<file path="src/rtl/slc3_datapath_pkg.sv">
// Shared LC-3 type definitions: opcodes, datapath mux encodings and
// sign/zero-extension helpers used by the SLC-3.2 datapath.
package lc3b_types;

    typedef enum logic [3:0] {
        op_br   = 4'b0000,
        op_add  = 4'b0001,
        op_ld   = 4'b0010,
        op_st   = 4'b0011,
        op_jsr  = 4'b0100,
        op_and  = 4'b0101,
        op_ldr  = 4'b0110,
        op_str  = 4'b0111,
        op_rti  = 4'b1000,
        op_not  = 4'b1001,
        op_ldi  = 4'b1010,
        op_sti  = 4'b1011,
        op_jmp  = 4'b1100,
        op_res  = 4'b1101,
        op_lea  = 4'b1110,
        op_trap = 4'b1111
    } lc3b_opcode_t;

    localparam logic [1:0] alu_add  = 2'b00;
    localparam logic [1:0] alu_and  = 2'b01;
    localparam logic [1:0] alu_not  = 2'b10;
    localparam logic [1:0] alu_pass = 2'b11;

    localparam logic [1:0] pcmux_inc   = 2'b00;
    localparam logic [1:0] pcmux_bus   = 2'b01;
    localparam logic [1:0] pcmux_adder = 2'b10;
    localparam logic [1:0] pcmux_hold  = 2'b11;

    localparam logic [1:0] addr2_zero  = 2'b00;
    localparam logic [1:0] addr2_off6  = 2'b01;
    localparam logic [1:0] addr2_off9  = 2'b10;
    localparam logic [1:0] addr2_off11 = 2'b11;

    localparam logic [1:0] drmux_ir11 = 2'b00;
    localparam logic [1:0] drmux_r7   = 2'b01;

    localparam logic [1:0] sr1mux_ir8  = 2'b00;
    localparam logic [1:0] sr1mux_ir11 = 2'b01;

    function automatic logic [15:0] sext5(input logic [4:0] v);
        return {{11{v[4]}}, v};
    endfunction

    function automatic logic [15:0] sext6(input logic [5:0] v);
        return {{10{v[5]}}, v};
    endfunction

    function automatic logic [15:0] sext9(input logic [8:0] v);
        return {{7{v[8]}}, v};
    endfunction

    function automatic logic [15:0] sext11(input logic [10:0] v);
        return {{5{v[10]}}, v};
    endfunction

    function automatic logic [15:0] zext8(input logic [7:0] v);
        return {8'h00, v};
    endfunction

endpackage

</file>
<file path="src/rtl/slc3_datapath_reg_file.sv">
// 8x16 general-purpose register file: one write port, two combinational
// read ports, asynchronous clear. Reads see the pre-edge value (no bypass).
module reg_file (
    input  logic        Clk,
    input  logic        Reset,
    input  logic        ld,
    input  logic [2:0]  dr,
    input  logic [2:0]  sr1,
    input  logic [2:0]  sr2,
    input  logic [15:0] din,
    output logic [15:0] sr1_out,
    output logic [15:0] sr2_out
);

    logic [15:0] regs_r [8];

    // Register storage: cleared on Reset, written from the bus on ld.
    always_ff @(posedge Clk or posedge Reset) begin
        if (Reset) begin
            for (int i = 0; i < 8; i++) begin
                regs_r[i] <= 16'h0000;
            end
        end else if (ld) begin
            regs_r[dr] <= din;
        end
    end

    assign sr1_out = regs_r[sr1];
    assign sr2_out = regs_r[sr2];

endmodule

</file>
<file path="src/rtl/slc3_datapath.sv">
// SLC-3.2 register-transfer datapath: PC, IR, MAR, MDR, register file, ALU,
// address adder, condition codes and branch enable, driven by ISDU selects.
module slc3_datapath
    import lc3b_types::*;
#(
    parameter logic [15:0] RESET_PC = 16'h0000
) (
    input  logic        Clk,
    input  logic        Reset,
    input  logic        LD_MAR,
    input  logic        LD_MDR,
    input  logic        LD_IR,
    input  logic        LD_BEN,
    input  logic        LD_CC,
    input  logic        LD_REG,
    input  logic        LD_PC,
    input  logic        GatePC,
    input  logic        GateMDR,
    input  logic        GateALU,
    input  logic        GateMARMUX,
    input  logic [1:0]  PCMUX,
    input  logic [1:0]  DRMUX,
    input  logic [1:0]  SR1MUX,
    input  logic        SR2MUX,
    input  logic        ADDR1MUX,
    input  logic        MARMUX,
    input  logic [1:0]  ADDR2MUX,
    input  logic [1:0]  ALUK,
    input  logic        Mem_OE,
    input  logic [15:0] Data_from_SRAM,
    output logic [3:0]  Opcode,
    output logic        IR_5,
    output logic        BEN,
    output logic [15:0] MAR,
    output logic [15:0] MDR,
    output logic [15:0] PC,
    output logic [15:0] IR
);

    logic [15:0] pc_r, ir_r, mar_r, mdr_r;
    logic [2:0]  nzp_r;
    logic        ben_r;

    logic [15:0] bus_s, alu_s, adder_s, addr1_s, addr2_s, marmux_s, pc_next_s;
    logic [15:0] sr1_out_s, sr2_out_s, alu_b_s;
    logic [2:0]  sr1_sel_s, dr_sel_s, nzp_next_s;

    // Bus driver with fixed priority so overlapping gates stay deterministic.
    always_comb begin
        bus_s = 16'h0000;
        if (GatePC) begin
            bus_s = pc_r;
        end else if (GateMDR) begin
            bus_s = mdr_r;
        end else if (GateALU) begin
            bus_s = alu_s;
        end else if (GateMARMUX) begin
            bus_s = marmux_s;
        end else begin
            bus_s = 16'h0000;
        end
    end

    // Address adder operand selection and sum (wraps mod 2^16).
    always_comb begin
        addr1_s = ADDR1MUX ? sr1_out_s : pc_r;
        case (ADDR2MUX)
            addr2_zero:  addr2_s = 16'h0000;
            addr2_off6:  addr2_s = sext6(ir_r[5:0]);
            addr2_off9:  addr2_s = sext9(ir_r[8:0]);
            addr2_off11: addr2_s = sext11(ir_r[10:0]);
            default:     addr2_s = 16'h0000;
        endcase
        adder_s  = addr1_s + addr2_s;
        marmux_s = MARMUX ? zext8(ir_r[7:0]) : adder_s;
    end

    // Register-select decoding for SR1 and DR.
    always_comb begin
        case (SR1MUX)
            sr1mux_ir8:  sr1_sel_s = ir_r[8:6];
            sr1mux_ir11: sr1_sel_s = ir_r[11:9];
            default:     sr1_sel_s = ir_r[8:6];
        endcase
        case (DRMUX)
            drmux_ir11: dr_sel_s = ir_r[11:9];
            drmux_r7:   dr_sel_s = 3'd7;
            default:    dr_sel_s = ir_r[11:9];
        endcase
    end

    // ALU: operand B from SR2 or the 5-bit immediate.
    always_comb begin
        alu_b_s = SR2MUX ? sext5(ir_r[4:0]) : sr2_out_s;
        case (ALUK)
            alu_add:  alu_s = sr1_out_s + alu_b_s;
            alu_and:  alu_s = sr1_out_s & alu_b_s;
            alu_not:  alu_s = ~sr1_out_s;
            alu_pass: alu_s = sr1_out_s;
            default:  alu_s = sr1_out_s;
        endcase
    end

    // Next-PC source and condition-code derivation from the bus.
    always_comb begin
        case (PCMUX)
            pcmux_inc:   pc_next_s = pc_r + 16'h0001;
            pcmux_bus:   pc_next_s = bus_s;
            pcmux_adder: pc_next_s = adder_s;
            pcmux_hold:  pc_next_s = pc_r;
            default:     pc_next_s = pc_r;
        endcase
        nzp_next_s = {bus_s[15], (bus_s == 16'h0000), (~bus_s[15]) & (bus_s != 16'h0000)};
    end

    // Architectural registers; Reset overrides every load enable.
    always_ff @(posedge Clk or posedge Reset) begin
        if (Reset) begin
            pc_r  <= RESET_PC;
            ir_r  <= 16'h0000;
            mar_r <= 16'h0000;
            mdr_r <= 16'h0000;
            nzp_r <= 3'b000;
            ben_r <= 1'b0;
        end else begin
            if (LD_PC)  pc_r  <= pc_next_s;
            if (LD_IR)  ir_r  <= bus_s;
            if (LD_MAR) mar_r <= bus_s;
            if (LD_MDR) mdr_r <= Mem_OE ? bus_s : Data_from_SRAM;
            if (LD_CC)  nzp_r <= nzp_next_s;
            if (LD_BEN) ben_r <= |(ir_r[11:9] & nzp_r);
        end
    end

    reg_file u_reg_file (
        .Clk     (Clk),
        .Reset   (Reset),
        .ld      (LD_REG),
        .dr      (dr_sel_s),
        .sr1     (sr1_sel_s),
        .sr2     (ir_r[2:0]),
        .din     (bus_s),
        .sr1_out (sr1_out_s),
        .sr2_out (sr2_out_s)
    );

    assign Opcode = ir_r[15:12];
    assign IR_5   = ir_r[5];
    assign BEN    = ben_r;
    assign MAR    = mar_r;
    assign MDR    = mdr_r;
    assign PC     = pc_r;
    assign IR     = ir_r;

endmodule
</file>
<file path="config.mk">
export PLATFORM = sky130hd
export DESIGN_NAME = slc3_datapath
export DESIGN_NICKNAME = d
export VERILOG_FILES = /design/src/rtl/slc3_datapath_pkg.sv /design/src/rtl/slc3_datapath_reg_file.sv /design/src/rtl/slc3_datapath.sv
export SDC_FILE = /design/constraint.sdc
export NUM_CORES = 1
export LEC_CHECK = 0
export BUFFER_PORTS_ARGS = -buffer_cell sky130_fd_sc_hd__buf_4
export CORE_MARGIN = 8
export CORE_UTILIZATION = 45
export DETAILED_ROUTE_END_ITERATION = 8
export MAX_ROUTING_LAYER = met4
export PLACE_DENSITY = 0.73
export SLEW_MARGIN = 5
export SYNTH_ARGS = -nofsm -noshare
export SYNTH_HDL_FRONTEND = slang
export SYNTH_HIERARCHICAL = 1
export SYNTH_SLANG_ARGS = --single-unit
export TNS_END_PERCENT = 100
</file>
<file path="constraint.sdc">
create_clock -name Clk -period 6.1 [get_ports Clk]
set_input_delay 0.305 -clock Clk [delete_from_list [all_inputs] [get_ports Clk]]
set_output_delay 0.305 -clock Clk [all_outputs]
set_load 0.005 [all_outputs]
</file>
Word-level counts from Yosys, hierarchy flattened
Cells that the tools add are included.
{"block": "word_totals", "output_inout_bits": 70, "regBits": 196}
{"block": "classes", "eq_ne": 11, "n_reduce_logical": 8, "bitwise": 9, "addsub": 3, "mux": 22, "n_lt_le_gt_ge": 4}
{"op": "two-way mux 16 bit", "n": 13}
{"op": "bitwise mux 128 bit", "n": 1}
{"op": "case mux 16 bit (4 select lines)", "n": 2}
{"op": "binary-select mux 16 bit (select 3 bit)", "n": 2}
{"op": "demux 16 bit (select 3 bit)", "n": 1}
{"op": "case mux 16 bit (3 select lines)", "n": 1}
{"op": "adder 16 bit", "n": 2}
{"op": "adder 16 x 1 -> 16 bit (second input constant)", "n": 1}
{"op": "bitwise AND 16 bit", "n": 1}
{"op": "logical NOT 16 bit", "n": 1}
{"op": "inverter 16 bit", "n": 1}
{"op": "nonzero test 16 bit", "n": 1}
{"op": "== test 2 bit (second input constant)", "n": 6}
{"op": "greater-or-equal comparator 4 bit (second input constant)", "n": 3}
{"op": "inverter 3 -> 4 bit", "n": 3}
{"op": "== test 2 x 1 -> 1 bit (second input constant)", "n": 5}
{"op": "logical NOT 2 bit", "n": 3}
{"op": "two-way mux 3 bit", "n": 2}
{"op": "< comparator 4 x 1 -> 1 bit (second input constant)", "n": 1}
{"op": "bitwise AND 3 bit", "n": 1}
{"op": "OR reduction 3 bit", "n": 1}
{"op": "inverter 1 bit", "n": 2}
{"op": "AND reduction 2 bit", "n": 1}
{"op": "bitwise AND 1 bit", "n": 1}
{"op": "logical AND 1 bit", "n": 1}

Longest topological paths before layout
Gate-level depths: netlist of the first run.
{"block": "logic_depth", "depth_word": 15, "depth_mapped": 21, "depth_no_buf": 17}

Hierarchy
Netlist of the first run, hierarchy kept.
{"module": "reg_file", "cells_per_inst": 396, "area_per_inst_um2": 7038.0, "n_inst": 1, "seq_area_each_um2": 3203.1}
{"module": "slc3_datapath", "cells_per_inst": 751, "area_per_inst_um2": 6328.6, "n_inst": 1, "seq_area_each_um2": 1701.6}

Least setup slack after synthesis of the first run
No wires, ideal clock.
{"block": "synth_path", "kind": "input to register", "from": "input port SR1MUX[0]", "to": "register nzp_r[0]", "setup_slack_ns": 0.900, "setup_ns": 0.129, "t_arrival_ns": 5.071, "t_required_ns": 5.971, "cell_stages": 17, "cell_sequence": "nor2b_1 -> mux2_2 -> buf_6 -> buf_12 -> mux4_2 -> mux2_2 -> mux2_2 -> ha_1 -> a21oi_2 -> nand2_1 -> xor2_1 -> a221oi_2 -> a21oi_1 -> or4_1 -> or4b_1 -> or4_1 -> o41a_1"}
{"block": "synth_via", "elab_chain_cells": 15, "elab_cells_between_ends": 20, "cone_classes": "add/sub: 2; eq/ne: 1; mux: 11; bitwise: 5; reduce/logical: 1"}
{"item": "start, declared", "line": "slc3_datapath.sv:23", "source": "input logic [1:0] SR1MUX,"}
{"item": "== test 2 x 1 -> 1 bit (*)", "line": "slc3_datapath.sv:80", "source": "case (SR1MUX)"}
{"item": "two-way mux 3 bit (*)", "line": "slc3_datapath.sv:80"}
{"item": "net sr1_sel_s[0]", "line": "slc3_datapath.sv:46", "source": "logic [2:0] sr1_sel_s, dr_sel_s, nzp_next_s;"}
{"item": "inverter 3 -> 4 bit (implied by the code) (*)", "line": "slc3_datapath_reg_file.sv:28", "source": "assign sr1_out = regs_r[sr1];"}
{"item": "binary-select mux 16 bit (select 3 bit) (*)", "line": "slc3_datapath_reg_file.sv:28"}
{"item": "two-way mux 16 bit (implied by the code) (*) (2 in a row)", "line": "slc3_datapath_reg_file.sv:28"}
{"item": "net sr1_out_s[2]", "line": "slc3_datapath.sv:45", "source": "logic [15:0] sr1_out_s, sr2_out_s, alu_b_s;"}
{"item": "two-way mux 16 bit", "line": "slc3_datapath.sv:66", "source": "addr1_s = ADDR1MUX ? sr1_out_s : pc_r;"}
{"item": "adder 16 bit", "line": "slc3_datapath.sv:74", "source": "adder_s = addr1_s + addr2_s;"}
{"item": "two-way mux 16 bit", "line": "slc3_datapath.sv:75", "source": "marmux_s = MARMUX ? zext8(ir_r[7:0]) : adder_s;"}
{"item": "two-way mux 16 bit", "line": "slc3_datapath.sv:57", "source": "end else if (GateMARMUX) begin"}
{"item": "two-way mux 16 bit (*)", "line": "slc3_datapath.sv:55", "source": "end else if (GateALU) begin"}
{"item": "two-way mux 16 bit (*)", "line": "slc3_datapath.sv:53", "source": "end else if (GateMDR) begin"}
{"item": "two-way mux 16 bit (*)", "line": "slc3_datapath.sv:51", "source": "if (GatePC) begin"}
{"item": "net bus_s[3]", "line": "slc3_datapath.sv:44", "source": "logic [15:0] bus_s, alu_s, adder_s, addr1_s, addr2_s, marmux_s, pc_next_s;"}
{"item": "nonzero test 16 bit (*)", "line": "slc3_datapath.sv:113", "source": "nzp_next_s = {bus_s[15], (bus_s == 16'h0000), (~bus_s[15]) & (bus_s != 16'h0000)};"}
{"item": "bitwise AND 1 bit (*)", "line": "slc3_datapath.sv:113"}
{"item": "end signal, assigned", "line": "slc3_datapath.sv:130", "source": "if (LD_CC) nzp_r <= nzp_next_s;"}
{"item": "end, declared", "line": "slc3_datapath.sv:41", "source": "logic [2:0] nzp_r;"}
The timed path passes the listed nets; every way through them passes the cells marked *. The select of a mux whose other input is x is not followed.
A chain may end at the register's enable or synchronous reset.

Worst setup path after layout of the first run
{"block": "layout_path", "from": "register ir_r[11] (netlist: IR[11])", "to": "register nzp_r[0]"}
{"block": "layout_via", "elab_chain_cells": 14, "elab_cells_between_ends": 19, "cone_classes": "add/sub: 2; mux: 11; bitwise: 5; reduce/logical: 1"}
{"item": "start, declared", "line": "slc3_datapath.sv:40", "source": "logic [15:0] pc_r, ir_r, mar_r, mdr_r;"}
{"item": "start signal, assigned", "line": "slc3_datapath.sv:127", "source": "if (LD_IR) ir_r <= bus_s;"}
{"item": "two-way mux 3 bit (*)", "line": "slc3_datapath.sv:80"}
{"item": "net sr1_sel_s[2]", "line": "slc3_datapath.sv:46"}
{"item": "inverter 3 -> 4 bit (implied by the code) (*)", "line": "slc3_datapath_reg_file.sv:28"}
{"item": "binary-select mux 16 bit (select 3 bit) (*)", "line": "slc3_datapath_reg_file.sv:28"}
{"item": "two-way mux 16 bit (implied by the code) (*) (2 in a row)", "line": "slc3_datapath_reg_file.sv:28"}
{"item": "net sr1_out_s[6]", "line": "slc3_datapath.sv:45"}
{"item": "two-way mux 16 bit", "line": "slc3_datapath.sv:66"}
{"item": "adder 16 bit", "line": "slc3_datapath.sv:74"}
{"item": "two-way mux 16 bit", "line": "slc3_datapath.sv:75"}
{"item": "two-way mux 16 bit", "line": "slc3_datapath.sv:57"}
{"item": "two-way mux 16 bit (*)", "line": "slc3_datapath.sv:55"}
{"item": "two-way mux 16 bit (*)", "line": "slc3_datapath.sv:53"}
{"item": "two-way mux 16 bit (*)", "line": "slc3_datapath.sv:51"}
{"item": "net bus_s[11]", "line": "slc3_datapath.sv:44"}
{"item": "nonzero test 16 bit (*)", "line": "slc3_datapath.sv:113"}
{"item": "bitwise AND 1 bit (*)", "line": "slc3_datapath.sv:113"}
Marked as above.

==> run_results.csv, run 1 <==
group,metric,value,unit
outcome,status,"finished, final reports clean",
floorplanning,die_w,188,um
cts,root_buffer,"clkbuf_16",
placement,portBuffers,112,
routing,vias,10500,
power,p_sw_frac,0.439,
setup_path,worstPathRequired,6.42,ns
sta,hold_viol,0,
floorplanning,start_util,0.453,
power,power_density,606,nW/um2
cts,worstSkewPairLatency,0.45,ns
layout,nNetsFinal,1303,
global_routing,overflow,0,
sta,max_freq,178,MHz
routing,drt_iter0_drc,1136,
routing,vias_per_cell,6.48,
sta,worst_slew_pin_slew,1.27,ns
cts,cts_resized,0,
placement,gp_congestion,0.971,
cts,path_clk_slew,0.08,ns
placement,dp_hpwl,30200,um
yosys,yosys_register_bits,196,
min_path,min_path_type,"primary input to flop",
sta,final_max_slew_viol_count,0,
yosys,synthFlopType,"dfrtp_1",
yosys,synthDistinctLibCells,89,
yosys,syn_area,13400,um2
sta,relSlewSlack,0.149,
yosys,async_flop_share,1.00,
layout,drive_above_1_share,0.345,
power,vdd_drop_max,0.255,mV
cts,clockBufferDepth,2,
yosys,synth_edf_count,0,
floorplanning,std_cell_rows,63,
placement,placed_area,14400,um2
sta,rsz0062_at_grt,"false",
cts,htree_levels,4,
sta,final.setup.tns,0,ns
floorplanning,core-area,29500,um2
yosys,ys_seq_area_frac,0.367,
layout,syn2layout_area_growth,12.9,%
sta,finalCritPeriodShare,0.922,
cts,tritoncts,"done",
sta,skew,0.0183,ns
flow_run,max_cap_violations,0,
routing,wl_per_cell,25.5,um
power,seq_power_share,0.268,
yosys,syn_area_per_cell,11.7,um2
setup_path,arrival,5.94,ns
sta,finalSetupViolCount,0,
sta,finalCriticalPeriod,5.62,ns
power,p_clk_frac,0.132,
cts,cts_buffers,17,
setup_path,critPathKind,"flop to flop",
floorplanning,die_area,35500,um2
power,comb_power_share,0.600,
global_routing,grt_pass1_vias,10500,
layout,design_area,15100,um2
routing,wl,41600,um
global_routing,grt_max_degree,80,
layout,final_util,0.512,
power,power.internal,5.13,mW
layout,layout_commonest_cell,"mux2_2",
power,p_switching,4.02,mW
global_routing,antenna_found_initial,2,
cts,clock_sinks,196,
power,p_leak,6.54,nW
layout,layout_common_cells,"207 x mux2_2, 194 x dfrtp_1, 144 x buf_4",
routing,route.detailed.drc,0,
routing,postRouteAntennaNets,0,
yosys,syn_nets,1227,
yosys,yosysWarnings,6,
yosys,synthCells,1147,
global_routing,grt_pass1_wl,64100,um
setup_path,worst_setup_path_end_kind,"flop",
global_routing,grt_use_total,0.239,
setup_path,start_kind,"flop",
setup_path,critPathMaxFanout,12,
floorplanning,io_pins,113,
floorplanning,die_y,188,um
layout,fillers,2623,
routing,drtPass1Iterations,6,
-- power by group through the flow --
stage / sequential [mW] / clock, mW / combinational [mW]
global placement: 2.40 / 0 / 5.31
detailed placement: 2.45 / 0 / 5.39
global route: 2.52 / 1.26 / 5.91
floorplan: 2.22 / 0 / 3.99
finish: 2.46 / 1.20 / 5.49
CTS: 2.43 / 1.21 / 5.44
-- registers in the layout, summed over array words and instances (netlist names) --
name and cells:
BEN 1, IR 16, nzp_r 3, PC 16, MDR 16, MAR 16
u_reg_file/regs_r 128
-- metrics by stage --
| step | total power [mW] | instances | setup WS, ns | hold slack [ns] |
|---|---|---|---|---|
| 3_5_place_dp | 7.84 | 1593 | 0.275 | 0.449 |
| 3_3_place_gp | 7.71 | 1593 | 0.423 | 0.438 |
| 5_1_grt | 9.70 | 1628 | 0.268 | 0.0302 |
| 4_1_cts | 9.09 | 1626 | 0.517 | 0.0257 |
| 2_1_floorplan | 6.20 | 1147 | 0.900 | 0.390 |
| 6_report | 9.15 | 1628 | 0.478 | 0.0371 |
-- worst paths after layout --
path | from | end | slack (ns) | cells after the start
worst min-delay path | LD_BEN | BEN$_DFFE_PP0P_ | 0.04 | 2
worst min register to register | u_reg_file/regs_r[118]$_DFFE_PP0P_ | u_reg_file/regs_r[118]$_DFFE_PP0P_ | 0.51 | 1
worst max register to register | IR[11]$_DFFE_PP0P_ | nzp_r[0]$_DFFE_PP0P_ | 0.48 | 15
worst max-delay path | IR[11]$_DFFE_PP0P_ | nzp_r[0]$_DFFE_PP0P_ | 0.48 | 15
max in group asynchronous | Reset | u_reg_file/regs_r[58]$_DFFE_PP0P_ | 4.13 | 4
min in group asynchronous | Reset | u_reg_file/regs_r[98]$_DFFE_PP0P_ | 0.53 | 3
-- Yosys cell counts (all sizes together), types with 4 or more instances --
cell type	number	area, um2
nand4b	4	53.8
and2	5	31.3
nand2b	10	62.6
inv	46	173
nor3	9	45.0
nand3	16	80.1
a21oi	70	358
a21o	8	60.1
o31ai	6	50.1
nand2	52	195
o22ai	22	138
o21a	6	45.0
a31oi	6	37.5
ha	35	438
a221oi	16	153
nor2	50	188
o21ai	51	255
o22a	5	43.8
a211oi	9	67.6
dfrtp	196	4900
mux4	64	1610
clkbuf	42	160
and3	4	25.0
mux2i	33	330
nor2b	12	75.1
xnor2	12	105
nand4	10	68.8
buf	46	382
o221ai	4	35.0
xor2	8	70.1
mux2	217	2440
-- worst max-delay path, stage by stage (launching register included) --
cell and delay, ns:
dfrtp_1 0.47, mux2_2 0.44, buf_4 0.30, mux4_1 0.57
mux2_2 0.33, mux2_2 0.28, ha_1 0.34, and2_1 0.18
a221o_1 0.36, o21bai_1 0.33, a211oi_1 0.12, nand3b_1 0.17
a22o_1 0.28, or4b_1 0.47, or4_1 0.53, o41a_1 0.33
-- kinds of logic after synthesis --
| group | Yosys count | synth area share |
|---|---|---|
| multiplexers | 314 | 0.328 |
| flip-flops | 196 | 0.367 |
| adder cells (fa/ha/maj) | 37 | 0.0358 |
| AND/OR/NAND/NOR | 196 | 0.0770 |
| XOR/XNOR | 20 | 0.0131 |
| AO/OA/AOI/OAI | 250 | 0.125 |
| buffers and inverters | 134 | 0.0534 |
-- cell type report --
class / count / area [um2] / share of cell area
multi-input combinational: 817 / 7790 / 0.517
sequential: 196 / 4910 / 0.325
timing repair buffer: 145 / 1090 / 0.0723
tap: 390 / 488 / 0.0323
clock buffer: 17 / 425 / 0.0282
clock inverter: 15 / 201 / 0.0134
inverter: 46 / 175 / 0.0116
antenna: 2 / 5.00 / 0.000332
-- routing by layer --
| layer | global-route usage | wire length (um) |
|---|---|---|
| met5 | - | 0 |
| met4 | 0.0893 | 1400 |
| met3 | 0.0425 | 2950 |
| met2 | 0.366 | 19600 |
| met1 | 0.313 | 17600 |
-- what timing repair did --
action                    4_1_cts  5_1_grt
hold buffers                    1        0
setup buffers                   0        0
hold endpoints to repair       42        0
No activity file was read; power rests on OpenSTA's default activity.
==> run 2: changes to the inputs <==
==> constraint.sdc (replaced) <==
create_clock -name Clk -period 6.37 [get_ports Clk]
set_input_delay 0.3185 -clock Clk [delete_from_list [all_inputs] [get_ports Clk]]
set_output_delay 0.3185 -clock Clk [all_outputs]
set_load 0.005 [all_outputs]
==> run 2 against run 1 <==
  * Sequential share of layout area barely moved
  * Cell area about the same
  * Register-to-register slack improved by 0.12 ns
  * Hold slack improved by 0.013 ns
  * First-iteration DRC count is 7.5% higher
  * Critical endpoint unchanged
==> run_results.csv, run 2 (synthesis gave the netlist of run 1 again) <==
group,metric,value,unit
sta,finalCritPeriodShare,0.907,
sta,final.setup.tns,0,ns
routing,wl_per_cell,25.8,um
cts,root_buffer,"clkbuf_16",
cts,postCtsSetupRepairBufs,0,
cts,path_clk_slew,0.09,ns
floorplanning,std_cell_rows,63,
layout,layout_common_cells,"207 x mux2_2, 194 x dfrtp_1, 140 x buf_4",
placement,place_inst,1589,
cts,worstSkewPairLatency,0.45,ns
layout,final_util,0.512,
sta,hold_viol,0,
layout,drive_above_1_share,0.344,
global_routing,grt_use_total,0.240,
global_routing,grt_max_degree,78,
routing,vias,10400,
floorplanning,start_util,0.453,
global_routing,antenna_found_initial,2,
setup_path,arrival,6.09,ns
setup_path,start_kind,"flop",
placement,gp_congestion,0.968,
sta,max_freq,173,MHz
global_routing,overflow,0,
setup_path,critPathKind,"flop to flop",
layout,fillers,2569,
cts,ctsHoldBuffers,0,
placement,dp_hpwl,30200,um
sta,skew,0.0226,ns
routing,drt_iter0_drc,1221,
routing,drtPass1Iterations,5,
sta,setup_ws,0.594,ns
global_routing,grt_pass1_wl,64200,um
layout,layout_commonest_cell,"mux2_2",
flow_run,max_cap_violations,0,
sta,whs,0.0501,ns
floorplanning,die_area,35500,um2
layout,stdcell_count,1623,
floorplanning,io_pins,113,
outcome,status,"finished, final reports clean",
floorplanning,core-area,29500,um2
power,totalPowerFinal,8.86,mW
layout,syn2layout_area_growth,12.9,%
power,vdd_drop_max,0.322,mV
layout,regArea,4910,um2
routing,wl,41900,um
layout,nNetsFinal,1298,
floorplanning,die_w,188,um
power,power_density,587,nW/um2
global_routing,grt_pass1_vias,10500,
routing,route.detailed.drc,0,
sta,rsz0062_at_grt,"false",
power,p_leak,6.53,nW
setup_path,worst_setup_path_end_kind,"flop",
sta,finalSetupViolCount,0,
layout,multi_input_area,7790,um2
sta,relSlewSlack,0.222,
cts,htree_levels,4,
routing,postRouteAntennaNets,0,
layout,largest-register,"u_reg_file/regs_r",
placement,pre_cts_slack,0.373,ns
setup_path,worstPathRequired,6.69,ns
sta,final_max_slew_viol_count,0,
layout,design_area,15100,um2
placement,portBuffers,112,
layout,largest_register_ffs,128,
cts,cts_resized,0,
routing,vias_per_cell,6.40,
min_path,min_path_type,"primary input to flop",
sta,worst_slew_pin_slew,1.16,ns
setup_path,critPathMaxFanout,12,
cts,clockBufferDepth,2,
cts,clock_sinks,196,
floorplanning,die_y,188,um
cts,tritoncts,"done",
cts,cts_buffers,17,
placement,placed_area,14400,um2
sta,finalCriticalPeriod,5.78,ns
run 2: cell types whose count changed in the layout (fill, tap and decap cells not counted):
cell	before	now
inv_12	2	3
bufinv_16	1	2
dlygate4sd3_1	1	0
buf_4	144	140
clkinv_2	2	0
inv_8	5	4
clkinv_8	4	5
run 2: final timing paths:
kind,depth (start not counted),to,start,slack (ns)
max reg2reg,15,nzp_r[0]$_DFFE_PP0P_,IR[11]$_DFFE_PP0P_,0.59
min reg2reg,1,nzp_r[2]$_DFFE_PP0P_,nzp_r[2]$_DFFE_PP0P_,0.52
min,2,BEN$_DFFE_PP0P_,LD_BEN,0.05
max,15,nzp_r[0]$_DFFE_PP0P_,IR[11]$_DFFE_PP0P_,0.59
max in group asynchronous,3,u_reg_file/regs_r[90]$_DFFE_PP0P_,Reset,5.01
min in group asynchronous,2,u_reg_file/regs_r[112]$_DFFE_PP0P_,Reset,0.10
run 2: worst max-delay path, stage by stage, from the launching register on:
cell	delay, ns
dfrtp_1	0.46
mux2_2	0.45
buf_4	0.31
mux4_1	0.56
mux2_2	0.33
mux2_2	0.29
ha_1	0.35
and2_1	0.18
a221o_1	0.37
o21bai_1	0.30
a211oi_1	0.12
nand3b_1	0.18
a22o_1	0.28
or4b_1	0.47
or4_1	0.63
o41a_1	0.37
run 2: per-layer routing:
| metal | track usage | vias to the layer above | part of all wire |
|---|---|---|---|
| met1 | 0.314 | 5335 | 0.43 |
| met5 | - | - | 0 |
| met4 | 0.0941 | 0 | 0.035 |
| met3 | 0.0438 | 81 | 0.065 |
| li1 | - | 4556 | - |
| met2 | 0.368 | 415 | 0.47 |
run 2: where the power goes:
part	switching, mW	internal (mW)	total [mW]	leakage (nW)
sequential	0.561	1.80	2.36	2.32
clock	0.590	0.623	1.21	0.318
combinational	2.76	2.53	5.29	3.89
total	3.91	4.95	8.86	6.53
run 2: layout make-up:
type	instances	area share
clock inverters	15	0.0161
diodes	2	0.000332
inverters	46	0.0116
flip-flops and latches	196	0.325
clock buffers	17	0.0282
multi-input cells	817	0.517
well taps	390	0.0323
repair buffers	140	0.0697
